### src/rtl/pwm_capture.sv
// Input-capture peripheral: measures period and high time of up to four pins in clk cycles
// and exposes the results over the simple read/write/address peripheral bus.
module pwm_capture #(
  parameter int unsigned CHANNELS  = 2,
  parameter int unsigned CNT_WIDTH = 16
) (
  input  logic                clk,
  input  logic                reset,
  input  logic                read,
  input  logic                write,
  input  logic [31:0]         address,
  input  logic [31:0]         write_data,
  output logic [31:0]         read_data,
  output logic                response,
  input  logic [CHANNELS-1:0] capture_in
);

  localparam logic [1:0] StIdle = 2'd0;
  localparam logic [1:0] StArm  = 2'd1;
  localparam logic [1:0] StMeas = 2'd2;

  localparam logic [CNT_WIDTH-1:0] CntMax = '1;
  localparam logic [CNT_WIDTH-1:0] CntOne = CNT_WIDTH'(1);

  localparam logic [7:0] AddrCtrl   = 8'h00;
  localparam logic [7:0] AddrStatus = 8'h04;
  localparam logic [7:0] AddrLevel  = 8'h08;

  logic [7:0] addr;
  logic       ctrl_we;
  logic       status_we;

  logic [CHANNELS-1:0] sync1_q, sync1_d;
  logic [CHANNELS-1:0] sync2_q, sync2_d;
  logic [CHANNELS-1:0] prev_q, prev_d;
  logic [CHANNELS-1:0] rise;

  logic [CHANNELS-1:0] ctrl_q, ctrl_d;
  logic [CHANNELS-1:0] valid_q, valid_d;
  logic [CHANNELS-1:0] ovf_q, ovf_d;

  logic [CHANNELS-1:0][1:0]           state_q, state_d;
  logic [CHANNELS-1:0][CNT_WIDTH-1:0] cnt_q, cnt_d;
  logic [CHANNELS-1:0][CNT_WIDTH-1:0] hcnt_q, hcnt_d;
  logic [CHANNELS-1:0][CNT_WIDTH-1:0] period_q, period_d;
  logic [CHANNELS-1:0][CNT_WIDTH-1:0] high_q, high_d;

  // Only address[7:0] and the low data bits are decoded.
  logic unused_bus;
  assign unused_bus = ^{address[31:8], write_data};

  assign addr      = address[7:0];
  assign ctrl_we   = write && (addr == AddrCtrl);
  assign status_we = write && (addr == AddrStatus);
  assign response  = read | write;

  // rise is seen on the third edge after the pin changes.
  assign rise = sync2_q & ~prev_q;

  always_comb begin
    sync1_d  = capture_in;
    sync2_d  = sync1_q;
    prev_d   = sync2_q;
    ctrl_d   = ctrl_q;
    valid_d  = valid_q;
    ovf_d    = ovf_q;
    state_d  = state_q;
    cnt_d    = cnt_q;
    hcnt_d   = hcnt_q;
    period_d = period_q;
    high_d   = high_q;

    if (ctrl_we) begin
      ctrl_d = write_data[CHANNELS-1:0];
    end
    // Software clear first so that hardware sets below override it.
    if (status_we) begin
      valid_d = valid_q & ~write_data[CHANNELS-1:0];
      ovf_d   = ovf_q & ~write_data[8 +: CHANNELS];
    end

    for (int n = 0; n < int'(CHANNELS); n++) begin
      if (!ctrl_q[n]) begin
        state_d[n] = StIdle;
        cnt_d[n]   = '0;
        hcnt_d[n]  = '0;
      end else begin
        unique case (state_q[n])
          StIdle: begin
            state_d[n] = StArm;
          end
          StArm: begin
            if (rise[n]) begin
              cnt_d[n]   = CntOne;
              hcnt_d[n]  = CntOne;
              state_d[n] = StMeas;
            end
          end
          StMeas: begin
            if (rise[n]) begin
              period_d[n] = cnt_q[n];
              high_d[n]   = hcnt_q[n];
              valid_d[n]  = 1'b1;
              cnt_d[n]    = CntOne;
              hcnt_d[n]   = CntOne;
            end else begin
              if (cnt_q[n] != CntMax) begin
                cnt_d[n] = cnt_q[n] + CntOne;
              end
              if (sync2_q[n] && (hcnt_q[n] != CntMax)) begin
                hcnt_d[n] = hcnt_q[n] + CntOne;
              end
            end
            if (cnt_q[n] == CntMax) begin
              ovf_d[n] = 1'b1;
            end
          end
          default: begin
            state_d[n] = StIdle;
          end
        endcase
      end
    end
  end

  always_ff @(posedge clk) begin
    if (reset) begin
      sync1_q  <= '0;
      sync2_q  <= '0;
      prev_q   <= '0;
      ctrl_q   <= '0;
      valid_q  <= '0;
      ovf_q    <= '0;
      state_q  <= '0;
      cnt_q    <= '0;
      hcnt_q   <= '0;
      period_q <= '0;
      high_q   <= '0;
    end else begin
      sync1_q  <= sync1_d;
      sync2_q  <= sync2_d;
      prev_q   <= prev_d;
      ctrl_q   <= ctrl_d;
      valid_q  <= valid_d;
      ovf_q    <= ovf_d;
      state_q  <= state_d;
      cnt_q    <= cnt_d;
      hcnt_q   <= hcnt_d;
      period_q <= period_d;
      high_q   <= high_d;
    end
  end

  always_comb begin
    read_data = '0;
    if (read) begin
      if (addr == AddrCtrl) begin
        read_data[CHANNELS-1:0] = ctrl_q;
      end else if (addr == AddrStatus) begin
        read_data[CHANNELS-1:0]   = valid_q;
        read_data[8 +: CHANNELS]  = ovf_q;
      end else if (addr == AddrLevel) begin
        read_data[CHANNELS-1:0] = sync2_q;
      end
      for (int n = 0; n < int'(CHANNELS); n++) begin
        if (addr == 8'(16 + 8 * n)) begin
          read_data[CNT_WIDTH-1:0] = period_q[n];
        end
        if (addr == 8'(20 + 8 * n)) begin
          read_data[CNT_WIDTH-1:0] = high_q[n];
        end
      end
    end
  end

endmodule

### config.mk
export PLATFORM = sky130hd
export DESIGN_NAME = pwm_capture
export DESIGN_NICKNAME = d
export VERILOG_FILES = /design/src/rtl/pwm_capture.sv
export SDC_FILE = /design/constraint.sdc
export NUM_CORES = 1
export LEC_CHECK = 0
export ABC_AREA = 1
export BUFFER_PORTS_ARGS = -buffer_cell sky130_fd_sc_hd__clkbuf_2
export CELL_PAD_IN_SITES_DETAIL_PLACEMENT = 0
export CELL_PAD_IN_SITES_GLOBAL_PLACEMENT = 1
export CORE_UTILIZATION = 44
export DETAILED_ROUTE_END_ITERATION = 12
export PLACE_DENSITY = 0.91
export RECOVER_POWER = 25
export SLEW_MARGIN = 20
export SYNTH_ARGS = -nofsm -noshare
export SYNTH_HDL_FRONTEND = slang
export SYNTH_SLANG_ARGS = --single-unit
### constraint.sdc
create_clock -name clk -period 3.1 [get_ports clk]
set_clock_uncertainty 0.15 [all_clocks]
set_input_delay 0.155 -clock clk [delete_from_list [all_inputs] [get_ports clk]]
set_output_delay 0.155 -clock clk [all_outputs]
set_load 0.02 [all_outputs]
==> results of run 1 <==
## metal layers
layer,wire length [um],GRT usage,vias up
met3,833,0.0342,29
met4,371,0.0833,0
met2,8670,0.339,184
met5,0,0,-
met1,10300,0.341,3274
li1,-,-,3709
## kinds of logic after synthesis
| logic type | share of synthesized area |
|---|---|
| AO/OA/AOI/OAI | 0.169 |
| XOR/XNOR | 0.00689 |
| adder cells (fa/ha/maj) | 0.00656 |
| buffers and inverters | 0.117 |
| flip-flops | 0.378 |
| other | 0.000491 |
| AND/OR/NAND/NOR | 0.322 |
## registers in the layout (all words and copies together) (netlist names)
signal    flops
cnt_q        32
ctrl_q        2
hcnt_q       32
high_q       32
ovf_q         2
period_q     32
prev_d        2
prev_q        2
state_q       4
sync1_q       2
valid_q       2
## per-stage QoR
stage	utilization	area (um^2)	power [mW]	cells	hold WS, ns
3_3_place_gp	0.468	7840	1.99	1365	0.214
5_1_grt	0.503	8440	4.07	1403	0.000749
6_report	0.503	8440	3.96	1403	-0.0157
3_5_place_dp	0.468	7840	1.99	1365	0.216
4_1_cts	0.506	8490	3.99	1403	0.0227
2_1_floorplan	-	7690	1.97	1156	0.112
## critical path: cells and delay by family (launching register included)
family,cells,cell delay (ns)
buffers and inverters,4,0.64
AND/OR/NAND/NOR,6,1.16
flip-flops,1,0.32
AO/OA/AOI/OAI,1,0.11
## worst max path at each step
stage	start	end	slack, ns	cells after the start
6_report	state_q[1]	hcnt_q[14]	0.65	11
5_1_grt	state_q[1]	hcnt_q[1]	0.40	11
4_1_cts	address[1]	read_data[15]	0.84	9
3_5_place_dp	address[1]	read_data[2]	0.87	9
3_3_place_gp	address[1]	read_data[15]	0.88	9
2_1_floorplan	hcnt_q[0]	hcnt_q[8]	1.39	9
## repair_timing
item	in CTS	in global routing
gates resized for setup	0	0
hold buffers	8	0
setup endpoints to repair	0	0
hold endpoints to repair	8	0
## synthesized netlist by cell type, drive strengths merged
| library cell | n |
|---|---|
| nand2 | 274 |
| nor2 | 171 |
| dfxtp | 144 |
| inv | 135 |
| a21oi | 116 |
| o21ai | 106 |
| nand3 | 62 |
| buf | 41 |
| nand4 | 26 |
| clkbuf | 14 |
| nor3 | 12 |
| o21bai | 8 |
| xor2 | 6 |
| ha | 4 |
| or2 | 4 |
| and3 | 3 |
| clkinv | 3 |
| a211oi | 2 |
| o211ai | 2 |
| o22ai | 2 |
| a21boi | 1 |
| a31oi | 1 |
| conb | 1 |
| nand3b | 1 |
| nor3b | 1 |
| o31ai | 1 |
## power by group through the flow
| stage | clock network (mW) | registers, mW | logic [mW] |
|---|---|---|---|
| global route | 2.11 | 1.86 | 0.107 |
| floorplan | 0 | 1.90 | 0.0738 |
| finish | 2.01 | 1.86 | 0.0966 |
| global placement | 0 | 1.90 | 0.0896 |
| detailed placement | 0 | 1.90 | 0.0897 |
| CTS | 2.03 | 1.86 | 0.0973 |
## area by class of cell
type / instances / area [um^2] / share of cell area
clock inverters: 7 / 85.1 / 0.0101
flip-flops and latches: 144 / 2880 / 0.342
inverters: 138 / 518 / 0.0614
multi-input cells: 819 / 3860 / 0.458
clock buffers: 23 / 478 / 0.0567
repair buffers: 52 / 332 / 0.0393
well taps: 220 / 275 / 0.0326
==> run_summary.xml, run 1 <==
<?xml version="1.0" encoding="UTF-8"?>
<metrics>
  <group name="die">
    <metric name="num_io_pins" unit="">103</metric>
    <metric name="initial_core_utilization" unit="">0.455</metric>
    <metric name="design.die.area" unit="um^2">17900</metric>
    <metric name="std_cell_rows" unit="">47</metric>
    <metric name="core" unit="um^2">16800</metric>
    <metric name="die_h" unit="um">134</metric>
    <metric name="die_w" unit="um">134</metric>
  </group>
  <group name="cts">
    <metric name="clk_path_buf_depth" unit="">2</metric>
    <metric name="cts_inserted_buffers" unit="">17</metric>
    <metric name="cts.clk_slew.worst_paths" unit="ns">0.06</metric>
    <metric name="clk-insertion-delay-late" unit="ns">0.43</metric>
    <metric name="cts_post_setup_buffers_inserted" unit="">0</metric>
    <metric name="tritoncts_num_sinks" unit="">144</metric>
    <metric name="ctsRootBufferMaster" unit="">sky130_fd_sc_hd__clkbuf_16</metric>
    <metric name="cts.htree.levels" unit="">4</metric>
    <metric name="cts_tree" unit="">built</metric>
  </group>
  <group name="synth">
    <metric name="synth_top_area_cell" unit="">sky130_fd_sc_hd__dfxtp_1</metric>
    <metric name="synth_area" unit="um^2">7630</metric>
    <metric name="syn_avg_cell_area" unit="um^2">6.69</metric>
    <metric name="post_synth_num_cell_types" unit="">43</metric>
    <metric name="synthTopCellsByArea" unit="">sky130_fd_sc_hd__dfxtp_1 (38%), sky130_fd_sc_hd__nand2_1 (13%), sky130_fd_sc_hd__nor2_1 (7.6%)</metric>
    <metric name="synth.yosys.seq_area_share" unit="">0.378</metric>
    <metric name="synth-warning-count" unit="">0</metric>
    <metric name="fraction_of_synthesized_cell_area_taken_by_the_top_area_cell_type" unit="">0.378</metric>
    <metric name="synth_cells" unit="">1141</metric>
    <metric name="synth_seq_cells" unit="">144</metric>
  </group>
  <group name="route">
    <metric name="detail_route.first_pass.iterations" unit="">6</metric>
    <metric name="drc" unit="">0</metric>
    <metric name="vias" unit="">7196</metric>
    <metric name="vias_per_cell" unit="">5.13</metric>
    <metric name="detail_route.wirelength" unit="um">20200</metric>
    <metric name="antenna_violation_net_count_after_detailed_routing" unit="">0</metric>
    <metric name="wl_per_cell" unit="um">14.4</metric>
    <metric name="detailedRoute.firstIterationViolations" unit="">655</metric>
  </group>
  <group name="pwr">
    <metric name="register_share_of_total_power" unit="">0.469</metric>
    <metric name="combPwrFrac" unit="">0.024</metric>
    <metric name="worst_ir_drop_vdd" unit="mV">0.403</metric>
    <metric name="clockPowerShare" unit="">0.507</metric>
    <metric name="switching_share" unit="">0.214</metric>
    <metric name="cellLeakagePower" unit="nW">3.29</metric>
    <metric name="intPower" unit="mW">3.11</metric>
    <metric name="p_switching" unit="mW">0.847</metric>
    <metric name="power_per_unit_of_standard_cell_area" unit="nW/um^2">469</metric>
  </group>
  <group name="placed_design">
    <metric name="place.port_buffers" unit="">34</metric>
    <metric name="gpl.final_weighted_congestion" unit="">0.881</metric>
    <metric name="hpwlAfterDp" unit="um">14400</metric>
    <metric name="placement.setup.worst_slack" unit="ns">0.867</metric>
  </group>
  <group name="layout">
    <metric name="n_fill_cell" unit="">1744</metric>
    <metric name="drive_above_1_share" unit="">0.106</metric>
    <metric name="antenna-diode-count" unit="">0</metric>
    <metric name="finalNetCount" unit="">1246</metric>
    <metric name="layout_commonest_cell" unit="">sky130_fd_sc_hd__nand2_1</metric>
    <metric name="final_cell_mix" unit="">sky130_fd_sc_hd__nand2_1 (262), sky130_fd_sc_hd__nor2_1 (159), sky130_fd_sc_hd__dfxtp_1 (144)</metric>
    <metric name="area_growth_syn_to_layout" unit="%">10.6</metric>
  </group>
  <group name="job">
    <metric name="timing.max_cap.violations" unit="">0</metric>
  </group>
  <group name="grt">
    <metric name="number_of_antenna_violations_at_the_first_check_in_global_routing" unit="">0</metric>
    <metric name="globalRouteTotalUtil" unit="">0.231</metric>
    <metric name="grt_max_degree" unit="">58</metric>
    <metric name="grt_first_pass_wirelength" unit="um">32500</metric>
    <metric name="grt_overflow" unit="">0</metric>
    <metric name="number_of_global_route_vias_before_repair" unit="">6402</metric>
  </group>
  <group name="worst_setup_path">
    <metric name="crit_path_frequent_cell" unit="">sky130_fd_sc_hd__nand2_1</metric>
    <metric name="reg2reg_depth" unit="">11</metric>
    <metric name="critical_path.max_stage_delay" unit="ns">0.32</metric>
    <metric name="r2r_start" unit="">state_q[1]</metric>
    <metric name="worst_ep_arrival_time" unit="ns">2.67</metric>
    <metric name="critical_path.reg2reg.endpoint" unit="">hcnt_q[14]</metric>
    <metric name="crit_slowest_cell" unit="">sky130_fd_sc_hd__dfxtp_1</metric>
    <metric name="setup.worst_path.end_class" unit="">flop</metric>
    <metric name="r2r_slack" unit="ns">0.65</metric>
    <metric name="cp_cell_sequence" unit="">inv_1 -&gt; nor2_1 -&gt; inv_1 -&gt; nand2_1 -&gt; inv_2 -&gt; nor2_1 -&gt; nand2_1 -&gt; buf_4 -&gt; nor2_4 -&gt; nand2_1 -&gt; a21oi_2</metric>
    <metric name="setup.worst_path.start_class" unit="">flop</metric>
    <metric name="category_of_the_most_critical_setup_path" unit="">reg -&gt; reg</metric>
    <metric name="required" unit="ns">3.31</metric>
    <metric name="critical_path.max_fanout" unit="">13</metric>
  </group>
  <group name="outcome">
    <metric name="outcome" unit="">finished, violations left</metric>
    <metric name="violations" unit="">negative hold slack</metric>
  </group>
  <group name="min_path">
    <metric name="worst_hold_end" unit="">ovf_q[0]</metric>
    <metric name="whs_path_depth" unit="">2</metric>
    <metric name="worstHoldStart" unit="">reset</metric>
    <metric name="hold_path_class" unit="">in -&gt; reg</metric>
  </group>
  <group name="sta">
    <metric name="timing.final.max_slew_violations" unit="">0</metric>
    <metric name="max-slew-margin-rel" unit="">0.432</metric>
    <metric name="fmax_achieved" unit="MHz">408</metric>
    <metric name="whs" unit="ns">-0.0157</metric>
    <metric name="hold_viol_final" unit="">6</metric>
    <metric name="tightest_slew" unit="ns">0.852</metric>
    <metric name="finalCritPeriodShare" unit="">0.791</metric>
    <metric name="finalSetupViolations" unit="">0</metric>
    <metric name="rsz0062_at_grt" unit="">false</metric>
    <metric name="final_critical_path_setup_slack" unit="ns">0.646</metric>
    <metric name="finalWorstPathRequiredPeriod" unit="ns">2.45</metric>
    <metric name="tns" unit="ns">0</metric>
  </group>
</metrics>
Power figures use the tool's default switching activity.
==> run 2, diff against run 1 <==
CORE_UTILIZATION = 41   (was 44)
PLACE_DENSITY = 0.86   (was 0.91)
clock period = 2.3 ns   (was 3.1 ns; I/O delays follow)
==> run 2 against run 1 <==
The flow finishes with violations (design-rule violations); register-to-register slack worse by 0.51 ns; via count rose by 0.94%; first-iteration DRC count increased by 1.8%; clock power rose by 30%; non-clock buffer count increased by 23; sequential cell count unchanged; global-route usage decreased by 0.59 points; utilization is 2.5 points lower; sequential share of layout area down 0.87 points; critical path type unchanged; critical endpoint is now period_q[28]; largest cell class unchanged; largest power group unchanged.
==> run_summary.xml, run 2 (same netlist as run 1, synthesis figures left out) <==
<?xml version="1.0" encoding="UTF-8"?>
<metrics>
  <group name="outcome">
    <metric name="outcome" unit="">finished, violations left</metric>
    <metric name="violations" unit="">design-rule violations</metric>
  </group>
  <group name="min_path">
    <metric name="hold_path_class" unit="">in -&gt; reg</metric>
    <metric name="worstHoldStart" unit="">address[6]</metric>
  </group>
  <group name="cts">
    <metric name="cts_inserted_buffers" unit="">17</metric>
    <metric name="cts.clk_slew.worst_paths" unit="ns">0.06</metric>
    <metric name="cts.htree.levels" unit="">4</metric>
    <metric name="cts_tree" unit="">built</metric>
    <metric name="ctsRootBufferMaster" unit="">sky130_fd_sc_hd__clkbuf_16</metric>
    <metric name="clk_path_buf_depth" unit="">2</metric>
    <metric name="clk-insertion-delay-late" unit="ns">0.43</metric>
    <metric name="tritoncts_num_sinks" unit="">144</metric>
  </group>
  <group name="placed_design">
    <metric name="gpl.final_weighted_congestion" unit="">0.908</metric>
    <metric name="place.port_buffers" unit="">34</metric>
    <metric name="placed_cell_area" unit="um^2">8030</metric>
    <metric name="place.detailed.instances" unit="">1395</metric>
    <metric name="hpwlAfterDp" unit="um">15500</metric>
  </group>
  <group name="layout">
    <metric name="finalNetCount" unit="">1269</metric>
    <metric name="final_core_util" unit="">0.479</metric>
    <metric name="drive_above_1_share" unit="">0.131</metric>
    <metric name="finish.cell_count_without_fillers" unit="">1435</metric>
    <metric name="antenna-diode-count" unit="">0</metric>
    <metric name="area_used_by_multi_input_combinational_logic" unit="um^2">3900</metric>
    <metric name="area_growth_syn_to_layout" unit="%">13.5</metric>
    <metric name="finalInstanceArea" unit="um^2">8660</metric>
    <metric name="layout_commonest_cell" unit="">sky130_fd_sc_hd__nand2_1</metric>
    <metric name="area.sequential" unit="um^2">2880</metric>
    <metric name="final_cell_mix" unit="">sky130_fd_sc_hd__nand2_1 (260), sky130_fd_sc_hd__nor2_1 (155), sky130_fd_sc_hd__dfxtp_1 (144)</metric>
    <metric name="n_fill_cell" unit="">1854</metric>
  </group>
  <group name="worst_setup_path">
    <metric name="worst_ep_arrival_time" unit="ns">2.33</metric>
    <metric name="category_of_the_most_critical_setup_path" unit="">reg -&gt; reg</metric>
    <metric name="crit_slowest_cell" unit="">sky130_fd_sc_hd__nor3_1</metric>
    <metric name="critical_path.max_fanout" unit="">11</metric>
    <metric name="critical_path.max_stage_delay" unit="ns">0.47</metric>
    <metric name="required" unit="ns">2.46</metric>
    <metric name="r2r_start" unit="">prev_d[1]</metric>
    <metric name="crit_path_frequent_cell" unit="">sky130_fd_sc_hd__nor2_1</metric>
    <metric name="launching_instance_or_port_of_the_critical_path" unit="">prev_d[1]</metric>
    <metric name="cp_cell_sequence" unit="">nand2_2 -&gt; buf_4 -&gt; nor3_1 -&gt; inv_2 -&gt; nor2_1 -&gt; nor2_1</metric>
    <metric name="setup.worst_path.start_class" unit="">flop</metric>
    <metric name="setup.worst_path.end_class" unit="">flop</metric>
  </group>
  <group name="sta">
    <metric name="fmax_achieved" unit="MHz">462</metric>
    <metric name="finalSetupViolations" unit="">0</metric>
    <metric name="timing.final.max_slew_violations" unit="">0</metric>
    <metric name="tightest_slew" unit="ns">0.925</metric>
    <metric name="tns" unit="ns">0</metric>
    <metric name="finalCritPeriodShare" unit="">0.941</metric>
    <metric name="rsz0062_at_grt" unit="">false</metric>
    <metric name="finalWorstPathRequiredPeriod" unit="ns">2.16</metric>
    <metric name="hold_viol_final" unit="">0</metric>
    <metric name="max-slew-margin-rel" unit="">0.384</metric>
  </group>
  <group name="grt">
    <metric name="grt_max_degree" unit="">55</metric>
    <metric name="globalRouteTotalUtil" unit="">0.226</metric>
    <metric name="grt_first_pass_wirelength" unit="um">33800</metric>
    <metric name="grt_overflow" unit="">0</metric>
    <metric name="number_of_antenna_violations_at_the_first_check_in_global_routing" unit="">1</metric>
    <metric name="number_of_global_route_vias_before_repair" unit="">6477</metric>
  </group>
  <group name="route">
    <metric name="drc" unit="">14</metric>
    <metric name="detail_route.wirelength" unit="um">20700</metric>
    <metric name="vias_per_cell" unit="">5.06</metric>
    <metric name="antenna_violation_net_count_after_detailed_routing" unit="">0</metric>
    <metric name="vias" unit="">7264</metric>
    <metric name="detail_route.first_pass.iterations" unit="">9</metric>
    <metric name="detailedRoute.firstIterationViolations" unit="">667</metric>
    <metric name="wl_per_cell" unit="um">14.5</metric>
  </group>
  <group name="pwr">
    <metric name="power_per_unit_of_standard_cell_area" unit="nW/um^2">607</metric>
    <metric name="worst_ir_drop_vdd" unit="mV">0.356</metric>
    <metric name="cellLeakagePower" unit="nW">3.39</metric>
  </group>
  <group name="die">
    <metric name="design.die.area" unit="um^2">19200</metric>
    <metric name="core" unit="um^2">18100</metric>
    <metric name="die_h" unit="um">138</metric>
    <metric name="num_io_pins" unit="">103</metric>
    <metric name="std_cell_rows" unit="">49</metric>
    <metric name="initial_core_utilization" unit="">0.422</metric>
    <metric name="die_w" unit="um">138</metric>
  </group>
  <group name="job">
    <metric name="timing.max_cap.violations" unit="">0</metric>
  </group>
</metrics>
==> run 2: cell count changes in the layout (fill, tap and decap cells not counted), sizes merged <==
cell | previous run | this run
bufinv | 2 | 1
clkbuf | 58 | 60
clkinv | 8 | 6
buf | 9 | 29
dlygate4sd3 | 8 | 10
clkinvlp | 0 | 2
==> run 2: through the flow <==
stage	total power, mW	worst slack, ns	hold slack (ns)
final	5.26	0.136	0.244
after global routing	5.42	0.00951	0.284
after floorplan	2.66	0.594	0.0720
after global placement	2.68	0.194	0.167
after detailed placement	2.68	0.175	0.174
after CTS	5.29	0.166	0.235
==> run 2: per-layer routing <==
metal	vias to the layer above	track usage	wire, um
met3	25	0.0360	1080
met1	3264	0.322	10300
li1	3767	-	-
met2	206	0.346	9070
met5	-	0	13
met4	2	0.0721	291
==> run 2: path summary, 6_finish.rpt <==
path / to / slack, ns / depth (start not counted)
setup / recovery: period_q[28] / 0.14 / 6
hold / removal: valid_q[1] / 0.24 / 8
setup reg to reg: period_q[28] / 0.14 / 6
hold reg to reg: prev_d[1] / 0.26 / 2
==> run 2: layout make-up <==
type / instances / area share
Sequential cell: 144 / 0.333
Multi-Input combinational cell: 819 / 0.450
Clock inverter: 6 / 0.00665
Timing Repair Buffer: 75 / 0.0601
Inverter: 138 / 0.0603
Tap cell: 229 / 0.0331
Clock buffer: 24 / 0.0568
==> run 2: what timing repair did <==
action	in CTS	in global routing
resized for setup	0	1
endpoints found under the setup margin	0	1
buffers inserted	0	0
hold endpoints to repair	9	0
hold buffers	10	0
==> run 2: worst max-delay path: cells and delay by family (launching register included) <==
| family | cells | cell delay [ns] |
|---|---|---|
| buf+inv | 2 | 0.45 |
| flops | 1 | 0.44 |
| simple gates | 4 | 1.00 |
==> run 2: where the power goes <==
group	switching [mW]	total [mW]	internal, mW
Clock	1.03	2.62	1.58
Sequential	0.00344	2.50	2.50
Combinational	0.0964	0.137	0.0410
==> run 3, diff against run 2 <==
CORE_UTILIZATION = 30   (was 41)
PLACE_DENSITY = 0.68   (was 0.86)
==> run 3 against run 2 <==
The flow now finishes without violations; register-to-register slack better by 0.06 ns; clock power up 15%; power up 7.2%; non-clock buffer count up 6; fmax up 1.3%; critical endpoint is now ctrl_q[1].
==> run_summary.xml, run 3 (same netlist as run 1, synthesis figures left out) <==
<?xml version="1.0" encoding="UTF-8"?>
<metrics>
  <group name="placed_design">
    <metric name="placement.setup.worst_slack" unit="ns">0.196</metric>
    <metric name="hpwlAfterDp" unit="um">17200</metric>
    <metric name="gpl.final_weighted_congestion" unit="">0.842</metric>
    <metric name="place.port_buffers" unit="">34</metric>
  </group>
  <group name="sta">
    <metric name="finalWorstPathRequiredPeriod" unit="ns">2.14</metric>
    <metric name="tns" unit="ns">0</metric>
    <metric name="tightest_slew" unit="ns">0.604</metric>
    <metric name="timing.final.max_slew_violations" unit="">0</metric>
    <metric name="finalSetupViolations" unit="">0</metric>
    <metric name="hold_viol_final" unit="">0</metric>
    <metric name="rsz0062_at_grt" unit="">false</metric>
    <metric name="max-slew-margin-rel" unit="">0.597</metric>
    <metric name="fmax_achieved" unit="MHz">468</metric>
    <metric name="finalCritPeriodShare" unit="">0.929</metric>
    <metric name="final_critical_path_setup_slack" unit="ns">0.164</metric>
  </group>
  <group name="layout">
    <metric name="final_core_util" unit="">0.362</metric>
    <metric name="area_growth_syn_to_layout" unit="%">16.6</metric>
    <metric name="area.sequential" unit="um^2">2880</metric>
    <metric name="final_cell_mix" unit="">sky130_fd_sc_hd__nand2_1 (260), sky130_fd_sc_hd__nor2_1 (155), sky130_fd_sc_hd__dfxtp_1 (144)</metric>
    <metric name="antenna-diode-count" unit="">0</metric>
    <metric name="finalNetCount" unit="">1276</metric>
    <metric name="drive_above_1_share" unit="">0.136</metric>
    <metric name="layout_commonest_cell" unit="">sky130_fd_sc_hd__nand2_1</metric>
    <metric name="area_used_by_multi_input_combinational_logic" unit="um^2">3900</metric>
    <metric name="n_fill_cell" unit="">2674</metric>
  </group>
  <group name="pwr">
    <metric name="switching_share" unit="">0.213</metric>
    <metric name="p_switching" unit="mW">1.20</metric>
    <metric name="total_power" unit="mW">5.64</metric>
    <metric name="register_share_of_total_power" unit="">0.444</metric>
    <metric name="power_per_unit_of_standard_cell_area" unit="nW/um^2">633</metric>
    <metric name="worst_ir_drop_vdd" unit="mV">0.441</metric>
    <metric name="cellLeakagePower" unit="nW">3.47</metric>
    <metric name="combPwrFrac" unit="">0.024</metric>
    <metric name="intPower" unit="mW">4.44</metric>
    <metric name="clockPowerShare" unit="">0.532</metric>
  </group>
  <group name="die">
    <metric name="initial_core_utilization" unit="">0.310</metric>
    <metric name="die_w" unit="um">161</metric>
    <metric name="core" unit="um^2">24600</metric>
    <metric name="die_h" unit="um">161</metric>
    <metric name="design.die.area" unit="um^2">26100</metric>
    <metric name="num_io_pins" unit="">103</metric>
    <metric name="std_cell_rows" unit="">57</metric>
  </group>
  <group name="worst_setup_path">
    <metric name="category_of_the_most_critical_setup_path" unit="">in -&gt; reg</metric>
    <metric name="required" unit="ns">2.52</metric>
    <metric name="setup.worst_path.start_class" unit="">input pin</metric>
    <metric name="worst_ep_arrival_time" unit="ns">2.36</metric>
    <metric name="r2r_slack" unit="ns">0.20</metric>
    <metric name="critical_path.max_fanout" unit="">17</metric>
    <metric name="setup.worst_path.end_class" unit="">flop</metric>
  </group>
  <group name="outcome">
    <metric name="outcome" unit="">completed</metric>
  </group>
  <group name="grt">
    <metric name="globalRouteTotalUtil" unit="">0.180</metric>
    <metric name="grt_first_pass_wirelength" unit="um">36400</metric>
    <metric name="number_of_antenna_violations_at_the_first_check_in_global_routing" unit="">0</metric>
    <metric name="grt_max_degree" unit="">45</metric>
    <metric name="number_of_global_route_vias_before_repair" unit="">6800</metric>
    <metric name="grt_overflow" unit="">0</metric>
  </group>
  <group name="cts">
    <metric name="clk_path_buf_depth" unit="">2</metric>
    <metric name="ctsRootBufferMaster" unit="">sky130_fd_sc_hd__clkbuf_16</metric>
    <metric name="cts_inserted_buffers" unit="">17</metric>
    <metric name="cts_tree" unit="">built</metric>
    <metric name="cts.clk_slew.worst_paths" unit="ns">0.06</metric>
    <metric name="clk-insertion-delay-late" unit="ns">0.43</metric>
    <metric name="cts.htree.levels" unit="">4</metric>
    <metric name="tritoncts_num_sinks" unit="">144</metric>
  </group>
  <group name="route">
    <metric name="detail_route.wirelength" unit="um">22600</metric>
    <metric name="vias_per_cell" unit="">4.68</metric>
    <metric name="antenna_violation_net_count_after_detailed_routing" unit="">0</metric>
    <metric name="detailedRoute.firstIterationViolations" unit="">459</metric>
    <metric name="wl_per_cell" unit="um">14.7</metric>
    <metric name="vias" unit="">7195</metric>
    <metric name="detail_route.first_pass.iterations" unit="">4</metric>
    <metric name="drc" unit="">0</metric>
  </group>
  <group name="job">
    <metric name="timing.max_cap.violations" unit="">0</metric>
  </group>
  <group name="min_path">
    <metric name="hold_path_class" unit="">in -&gt; reg</metric>
  </group>
</metrics>
run 3: layer usage:
| metal | share of wire | GRT usage | vias up |
|---|---|---|---|
| li1 | - | - | 3760 |
| met1 | 0.51 | 0.246 | 3294 |
| met2 | 0.44 | 0.286 | 119 |
| met3 | 0.034 | 0.0321 | 22 |
| met4 | 0.015 | 0.0566 | 0 |
| met5 | 0 | 0 | - |
run 3: cell type report:
| cell class | instances | area share |
|---|---|---|
| multi-input combinational | 819 | 0.439 |
| sequential | 144 | 0.324 |
| timing repair buffer | 81 | 0.0616 |
| inverter | 138 | 0.0586 |
| clock buffer | 22 | 0.0533 |
| tap | 324 | 0.0456 |
| clock inverter | 10 | 0.0177 |
| timing repair inverter | 1 | 0.000563 |
run 3: final timing paths:
path,startpoint,end,cells past startpoint
setup / recovery,reset,ctrl_q[1],7
hold / removal,address[6],valid_q[0],8
setup reg to reg,hcnt_q[0],hcnt_q[8],8
hold reg to reg,sync1_q[0],prev_d[0],2
run 3: timing repair:
| action | 4_1_cts | 5_1_grt |
|---|---|---|
| endpoints found under the setup margin | 0 | 5 |
| hold buffers | 10 | 0 |
| buffers inserted | 0 | 0 |
| gates resized for setup | 0 | 1 |
| hold endpoints to repair | 11 | 0 |
run 3: through the flow:
step           hold WS [ns]  cell area, um^2  instances
2_1_floorplan        0.0720             7690       1156
3_3_place_gp          0.194             8190       1496
3_5_place_dp          0.190             8190       1496
4_1_cts               0.209             8920       1538
5_1_grt               0.272             8900       1539
6_report              0.211             8900       1539
run 3: power groups by stage:
stage | clock, mW | combinational (mW) | sequential (mW)
3_3_place_gp | 0 | 0.127 | 2.56
3_5_place_dp | 0 | 0.127 | 2.56
2_1_floorplan | 0 | 0.0994 | 2.56
5_1_grt | 3.18 | 0.149 | 2.50
6_report | 3.00 | 0.135 | 2.50
4_1_cts | 3.05 | 0.138 | 2.50
run 3: worst max-delay path, stage by stage:
cell	delay (ns)
sky130_fd_sc_hd__dlygate4sd3_1	0.53
sky130_fd_sc_hd__clkbuf_1	0.20
sky130_fd_sc_hd__inv_1	0.42
sky130_fd_sc_hd__buf_4	0.30
sky130_fd_sc_hd__o21ai_0	0.11
sky130_fd_sc_hd__a21oi_1	0.11
sky130_fd_sc_hd__dlygate4sd3_1	0.55
